File: src/rtl/div_seq_ctrl.sv
`default_nettype none
// +------------------------------------------------------------------------+
// | div_seq_ctrl                                                           |
// | Sequencing controller for a restoring divider: one quotient bit per    |
// | DRIVE/GAP pair, MSB first, driving a shift-command bus and clear pulse.|
// | Optional: DIV_SEQ_ZERO_CHECK_EN enables the divide-by-zero fast path.  |
// | Revision: 1.0                                                          |
// +------------------------------------------------------------------------+
module div_seq_ctrl #(
  parameter int N = 8
) (
  input  logic         clk,
  input  logic         reset,
  input  logic         start,
  input  logic [N-1:0] dividend,
  input  logic [N-1:0] divisor,
  output logic         busy,
  output logic         done,
  output logic         out_clr,
  output logic [1:0]   qbit_cmd,
  output logic [N-1:0] quotient,
  output logic [N-1:0] remainder,
  output logic         dz_err
);

  localparam int c_kw = $clog2(N);

  localparam logic [2:0] c_st_idle  = 3'd0;
  localparam logic [2:0] c_st_clr   = 3'd1;
  localparam logic [2:0] c_st_drive = 3'd2;
  localparam logic [2:0] c_st_gap   = 3'd3;
  localparam logic [2:0] c_st_done  = 3'd4;

  logic [2:0]      r_state;
  logic [2:0]      w_state_nxt;
  logic [c_kw-1:0] r_k;
  logic [c_kw-1:0] w_k_sel;
  logic [N-1:0]    r_dvd;
  logic [N-1:0]    r_dsr;
  logic [N-1:0]    r_rem;
  logic [N-1:0]    r_q;
  logic [1:0]      r_cmd;
  logic [N:0]      w_shift;
  logic [N-1:0]    w_diff;
  logic [N-1:0]    w_rem_nxt;
  logic            w_ge;
  logic            w_zero_trap;

`ifdef DIV_SEQ_ZERO_CHECK_EN
  assign w_zero_trap = (divisor == '0);
`else
  assign w_zero_trap = 1'b0;
`endif

  always_ff @(posedge clk or posedge reset) begin
    if (reset) r_state <= c_st_idle;
    else       r_state <= w_state_nxt;
  end

  always_comb begin
    w_state_nxt = r_state;
    case (r_state)
      c_st_idle:  if (start) w_state_nxt = w_zero_trap ? c_st_done : c_st_clr;
      c_st_clr:   w_state_nxt = c_st_drive;
      c_st_drive: w_state_nxt = c_st_gap;
      c_st_gap:   w_state_nxt = (r_k == '0) ? c_st_done : c_st_drive;
      c_st_done:  w_state_nxt = c_st_idle;
      default:    w_state_nxt = c_st_idle;
    endcase
  end

  always_comb begin
    busy    = (r_state != c_st_idle);
    done    = (r_state == c_st_done);
    out_clr = (r_state == c_st_clr);
  end

  assign qbit_cmd = r_cmd;

  // The step is evaluated on the edge entering DRIVE so the command is a
  // register output for the whole DRIVE cycle; CLR enters with k=N-1.
  assign w_k_sel   = (r_state == c_st_clr) ? r_k : (r_k - c_kw'(1));
  assign w_shift   = {r_rem, r_dvd[w_k_sel]};
  assign w_ge      = (w_shift >= {1'b0, r_dsr});
  assign w_diff    = w_shift[N-1:0] - r_dsr;
  assign w_rem_nxt = w_ge ? w_diff : w_shift[N-1:0];

  always_ff @(posedge clk or posedge reset) begin
    if (reset) begin
      r_k       <= '0;
      r_dvd     <= '0;
      r_dsr     <= '0;
      r_rem     <= '0;
      r_q       <= '0;
      r_cmd     <= 2'b00;
      quotient  <= '0;
      remainder <= '0;
    end else begin
      if (r_state == c_st_idle && start) begin
        r_dvd <= dividend;
        r_dsr <= divisor;
        r_rem <= '0;
        r_q   <= '0;
        r_k   <= c_kw'(N - 1);
        if (w_zero_trap) begin
          quotient  <= '1;
          remainder <= dividend;
        end
      end
      if (r_state == c_st_drive) r_cmd <= 2'b00;
      if (w_state_nxt == c_st_drive) begin
        r_k          <= w_k_sel;
        r_rem        <= w_rem_nxt;
        r_q[w_k_sel] <= w_ge;
        r_cmd        <= w_ge ? 2'b10 : 2'b01;
      end
      if (r_state == c_st_gap && w_state_nxt == c_st_done) begin
        quotient  <= r_q;
        remainder <= r_rem;
      end
    end
  end

`ifdef DIV_SEQ_ZERO_CHECK_EN
  logic r_dz;
  always_ff @(posedge clk or posedge reset) begin
    if (reset)                          r_dz <= 1'b0;
    else if (r_state == c_st_idle && start) r_dz <= w_zero_trap;
  end
  assign dz_err = r_dz;
`else
  assign dz_err = 1'b0;
`endif

endmodule
`default_nettype wire

File: config.mk
export PLATFORM = sky130hd
export DESIGN_NAME = div_seq_ctrl
export DESIGN_NICKNAME = d
export VERILOG_FILES = /design/src/rtl/div_seq_ctrl.sv
export SDC_FILE = /design/constraint.sdc
export NUM_CORES = 1
export LEC_CHECK = 0
export BUFFER_PORTS_ARGS = -buffer_cell sky130_fd_sc_hd__buf_2
export CAP_MARGIN = 15
export CORE_ASPECT_RATIO = 2
export CORE_MARGIN = 4
export CORE_UTILIZATION = 60
export CTS_CLUSTER_SIZE = 16
export DETAILED_ROUTE_END_ITERATION = 6
export GPL_ROUTABILITY_DRIVEN = 0
export PLACE_DENSITY = 0.87
export REMOVE_ABC_BUFFERS = 1
export SETUP_SLACK_MARGIN = 0.5
export SYNTH_ARGS = -nofsm -noshare
export SYNTH_HDL_FRONTEND = slang
export SYNTH_SLANG_ARGS = --single-unit
File: constraint.sdc
create_clock -name clk -period 5.6 [get_ports clk]
set_input_delay 0.56 -clock clk [delete_from_list [all_inputs] [get_ports clk]]
set_output_delay 0.56 -clock clk [all_outputs]
set_load 0.02 [all_outputs]
-- Word-level counts from Yosys, hierarchy flattened
Index checks and enable logic that the tools add are counted.
- flip-flop bits (word level): 56
- bits of input ports: 19
- word-level logic and storage cells: 47
- $add $sub $neg: 2
- magnitude comparators: 3
- equal/unequal tests: 6
- mux-type cells: 19
- reduce and logical (&&, ||, !) cells: 8
- operators with widths (operator ; number):
    $mux W8 ; 5
    $mux W3 ; 5
    $pmux W3 S4 ; 1
    $eq A3 B2 Y1 const B ; 3
    $ge A9 B8 Y1 ; 1
    $bwmux W8 ; 1
    $sub A8 B8 Y8 ; 1
    $eq A3 B3 Y1 const B ; 2
    $logic_not A3 Y1 ; 2
    $mux W2 ; 3
    $lt A3 B4 Y1 const B ; 1
    $reduce_bool A2 Y1 ; 2
    $bmux W1 S3 ; 1
    $demux W1 S3 ; 1
    $eq A3 B1 Y1 const B ; 1
    $ge A3 B1 Y1 const B ; 1
    $logic_and A1 B1 Y1 ; 3
    $reduce_bool A3 Y1 ; 1
    $sub A3 B1 Y3 const B ; 1
    $mux W1 ; 2

-- Depth between registers and ports, before layout
- depth in word-level cells: 8
- depth in mapped cells: 15
- gate-level depth less buffers: 14

-- Least setup slack after synthesis
OpenSTA, ideal clock, no wires.
- path type: reg2reg
- from: register r_state[2]
- to: register r_rem[0]
- arrival time: 3202 ps
- path slack: 2323 ps
- cell stages (with the launch flop): 16
- period minus slack after synthesis: 3277 ps
- path through: dfrtp_1 > or3b_1 > buf_6 > and2_4 > xor2_1 > mux2i_1 > mux2i_2 > ha_1 > nand2b_1 > a21oi_1 > o21ai_0 > a31oi_1 > buf_2 > buf_2 > nand2_1 > o21bai_2
- cells in the longest elaborated chain, start to end: 7
- RTL lines (item ; line ; source):
    start: declaration ; 34 ; logic [2:0] r_state;
    start signal: assignment ; 56 ; if (reset) r_state <= c_st_idle;
    start signal: assignment ; 57 ; else r_state <= w_state_nxt;
    $eq A3 B1 Y1 ; 62, 82 ;
    $mux W3 ; 82 ; assign w_k_sel = (r_state == c_st_clr) ? r_k : (r_k - c_kw'(1));
    $bmux W1 S3 ; 83 ; assign w_shift = {r_rem, r_dvd[w_k_sel]};
    $mux W1 (implied by the code) ; 83 ;
    $sub A8 B8 Y8 / $ge A9 B8 Y1 (equally long branches) ; 85, 84 ;
    $mux W8 ; 86 ; assign w_rem_nxt = w_ge ? w_diff : w_shift[N-1:0];
    $mux W8 ; 111 ; if (w_state_nxt == c_st_drive) begin
    end signal: assignment ; 113 ; r_rem <= w_rem_nxt;
    end: declaration ; 40 ; logic [N-1:0] r_rem;
Several ways; a longest one is shown, not always the timed one. The select of a mux whose other input is x is not followed.
A chain may end at the register's enable or synchronous reset.

-- Worst setup path after layout
- from: register r_state[2]
- to: register r_rem[6]
The elaborated chain is that of the path after synthesis.

==> flow_metrics.env <==
export IMPL_cp_max_fo=6
export IMPL_synth_largest_area_cell="dfrtp_1"
export IMPL_seq_area_frac_synth_pct=49.6
export IMPL_fin_setup_tns_ps=0
export IMPL_synth_warnings=0
export IMPL_ys_types=45
export IMPL_drt_pass1_iterations=4
export IMPL_antenna_found_initial=0
export IMPL_p_int_w=0.00127
export IMPL_ant_nets=0
export IMPL_place_hpwl_um=4080
export IMPL_fillers=348
export IMPL_die_h_um=105
export IMPL_grt_overflow=0
export IMPL_whs_ps=424
export IMPL_combPwrFrac_pct=55.5
export IMPL_path_clk_slew_ps=100
export IMPL_end_kind="flop"
export IMPL_switching_power_w=0.000947
export IMPL_cts_buffers=5
export IMPL_syn_area_mm2=0.00282
export IMPL_row_count=35
export IMPL_cp_required_ps=5810
export IMPL_ys_ff_latch=56
export IMPL_clk_latency_ps=310
export IMPL_hp_class="in -> async"
export IMPL_cp_start_kind="flop"
export IMPL_yosysMostFrequentCell="dfrtp_1"
export IMPL_dieArea_mm2=0.00593
export IMPL_outcome="finished, final reports clean"
export IMPL_synthArstFlopShare_pct=100
export IMPL_tightest_slew_ps=1010
export IMPL_core_area_mm2=0.00460
export IMPL_cts_tree="yes"
export IMPL_drive_above_1_share_pct=32.4
export IMPL_grt_total_usage_pct=20.5
export IMPL_ys_top_cells_by_count="dfrtp_1, mux2_2, nand2_1"
export IMPL_timing_fmax_mhz=266
export IMPL_layout_min_cycle_time_ps=3760
export IMPL_synth_top_area_share_pct=49.6
export IMPL_nets=311
export IMPL_critPathKind="reg -> reg"
export IMPL_fin_crit_sh_pct=67.1
export IMPL_cts_root_buffer="clkbuf_8"
export IMPL_final_max_slew_violation_count=0
export IMPL_grt_pass1_wl_um=9470
export IMPL_multi_input_area_mm2=0.00131
export IMPL_power_share_clock_pct=12.0
export IMPL_initial_core_util_pct=61.4
export IMPL_grt_max_degree=57
export IMPL_wirelength_um=5650
export IMPL_diodes=0
export IMPL_switching_share_pct=42.7
export IMPL_power_density_mw_per_mm2=702
export IMPL_finalSetupViolCount=0
export IMPL_cp_arrival_ps=3970
export IMPL_grt_pass1_vias=2046
export IMPL_cts_htree_levels=2
export IMPL_vias_per_cell=5.90
export IMPL_hold_viol=0
export IMPL_cts_buffer_depth=2
export IMPL_die_x_um=56.5
export IMPL_synthFlopType="dfrtp_1"
export IMPL_io_pins=41
export IMPL_maxCapViolCount=0
export IMPL_drt_iter0_drc=41
export IMPL_wl_per_cell_um=16.8
export IMPL_io_buffer_count=39
export IMPL_via_count=1982
export IMPL_skew_ps=7.13
export IMPL_relSlewSlack_pct=32.4
export IMPL_ys_top_cells_by_area="dfrtp_1, mux2_2, ha_1, mux2i_1, nand2_1"
export IMPL_postCtsSetupBuffers=0
export IMPL_p_leak_nw=1.57
export IMPL_syn_instance_count=242
export IMPL_holdBufCountCts=0
export IMPL_rsz0062_at_grt="false"
export IMPL_synth_edff_count=0
export IMPL_ir_drop_uv=456
export IMPL_syn_area_per_cell_um2=11.7
export IMPL_area_growth_pct=11.9
export IMPL_drc_errors=0
export IMPL_ctsResizeCount=0
export IMPL_seqCellArea_mm2=0.00140
export IMPL_cts_sinks=56
export IMPL_seq_power_share_pct=32.5
-- kinds of logic after synthesis --
| group | after synthesis | share of synthesized area (%) |
|---|---|---|
| flip-flops | 56 | 49.6 |
| AND/OR/NAND/NOR | 49 | 8.16 |
| multiplexers | 46 | 17.9 |
| AO/OA/AOI/OAI | 44 | 10.7 |
| buffers and inverters | 26 | 4.08 |
| adder cells (fa/ha/maj) | 12 | 5.59 |
| XOR/XNOR | 8 | 3.81 |
| other | 1 | 0.133 |
-- state kept, by name, summed over array words and instances (netlist names) --
name / flops
quotient: 8
r_state: 3
r_q: 8
r_rem: 8
r_dsr: 8
r_dvd: 8
qbit_cmd: 2
remainder: 8
r_k: 3
-- worst paths after layout --
path                              from           to  slack (ps)  cells after the start
min in group clk            divisor[2]     r_dsr[2]         470                      2
hold reg to reg            quotient[6]  quotient[6]         510                      1
hold / removal                   reset     r_dvd[7]         420                      3
setup / recovery            r_state[2]     r_rem[6]        1840                     13
max in group asynchronous        reset  qbit_cmd[0]        4730                      3
setup reg to reg            r_state[2]     r_rem[6]        1840                     13
-- layout make-up --
cell class / count / area share, %
Multi-Input combinational cell: 160 / 41.4
Inverter: 16 / 1.90
Sequential cell: 56 / 44.4
Clock inverter: 3 / 1.35
Tap cell: 55 / 2.18
Timing Repair Buffer: 41 / 6.66
Clock buffer: 5 / 2.18
-- metal layers --
metal	track usage [%]	wire length [um]
met3	3.09	213
met2	38.7	3270
met4	10.2	228
met5	0	0
met1	20.9	1940
-- power groups by stage --
stage	combinational, W	clock [W]	sequential [W]
floorplan	0.000883	0	0.000756
global placement	0.00117	0	0.000719
detailed placement	0.00122	0	0.000729
CTS	0.00123	0.000270	0.000721
global route	0.00136	0.000288	0.000745
finish	0.00123	0.000265	0.000721
-- stage by stage --
| step | setup WS (ps) | util, % | power, W | cells | instance area, um2 |
|---|---|---|---|---|---|
| after floorplan | 1690 | - | 0.00164 | 232 | 2770 |
| after global placement | 2090 | 66.3 | 0.00189 | 328 | 3050 |
| after detailed placement | 1920 | 66.3 | 0.00195 | 328 | 3050 |
| after CTS | 1890 | 68.7 | 0.00222 | 336 | 3160 |
| after global routing | 1620 | 68.7 | 0.00239 | 336 | 3160 |
| final | 1840 | 68.7 | 0.00222 | 336 | 3160 |
-- cells in the final DEF, fill, tap and decap left out, types with 2 or more instances in the layout --
master and n:
nand2b_1 3, o31ai_1 3, nor3_1 3, buf_2 39
a21boi_0 2, inv_1 15, o41ai_1 2, a21o_1 2
a32oi_1 4, and2_1 3, o211ai_1 2, a21oi_1 9
clkbuf_8 5, nor2_1 11, xnor2_4 2, mux2i_1 13
xor2_1 2, nand3_1 3, nand2_1 19, mux2_2 32
xnor2_1 4, o311ai_1 2, buf_4 2, ha_1 11
o21ai_0 10, dfrtp_1 56
-- worst max-delay path: stages (launching register included) --
cell	delay (ps)
dfrtp_1	430
or3b_1	550
and2_4	250
xor2_1	390
mux2i_1	280
mux2i_2	130
ha_1	240
fa_1	410
nor2b_1	200
nor3_1	90
o21bai_1	200
a21oi_1	110
xor2_1	160
o21ai_0	210
No activity file was read; power rests on OpenSTA's default activity.
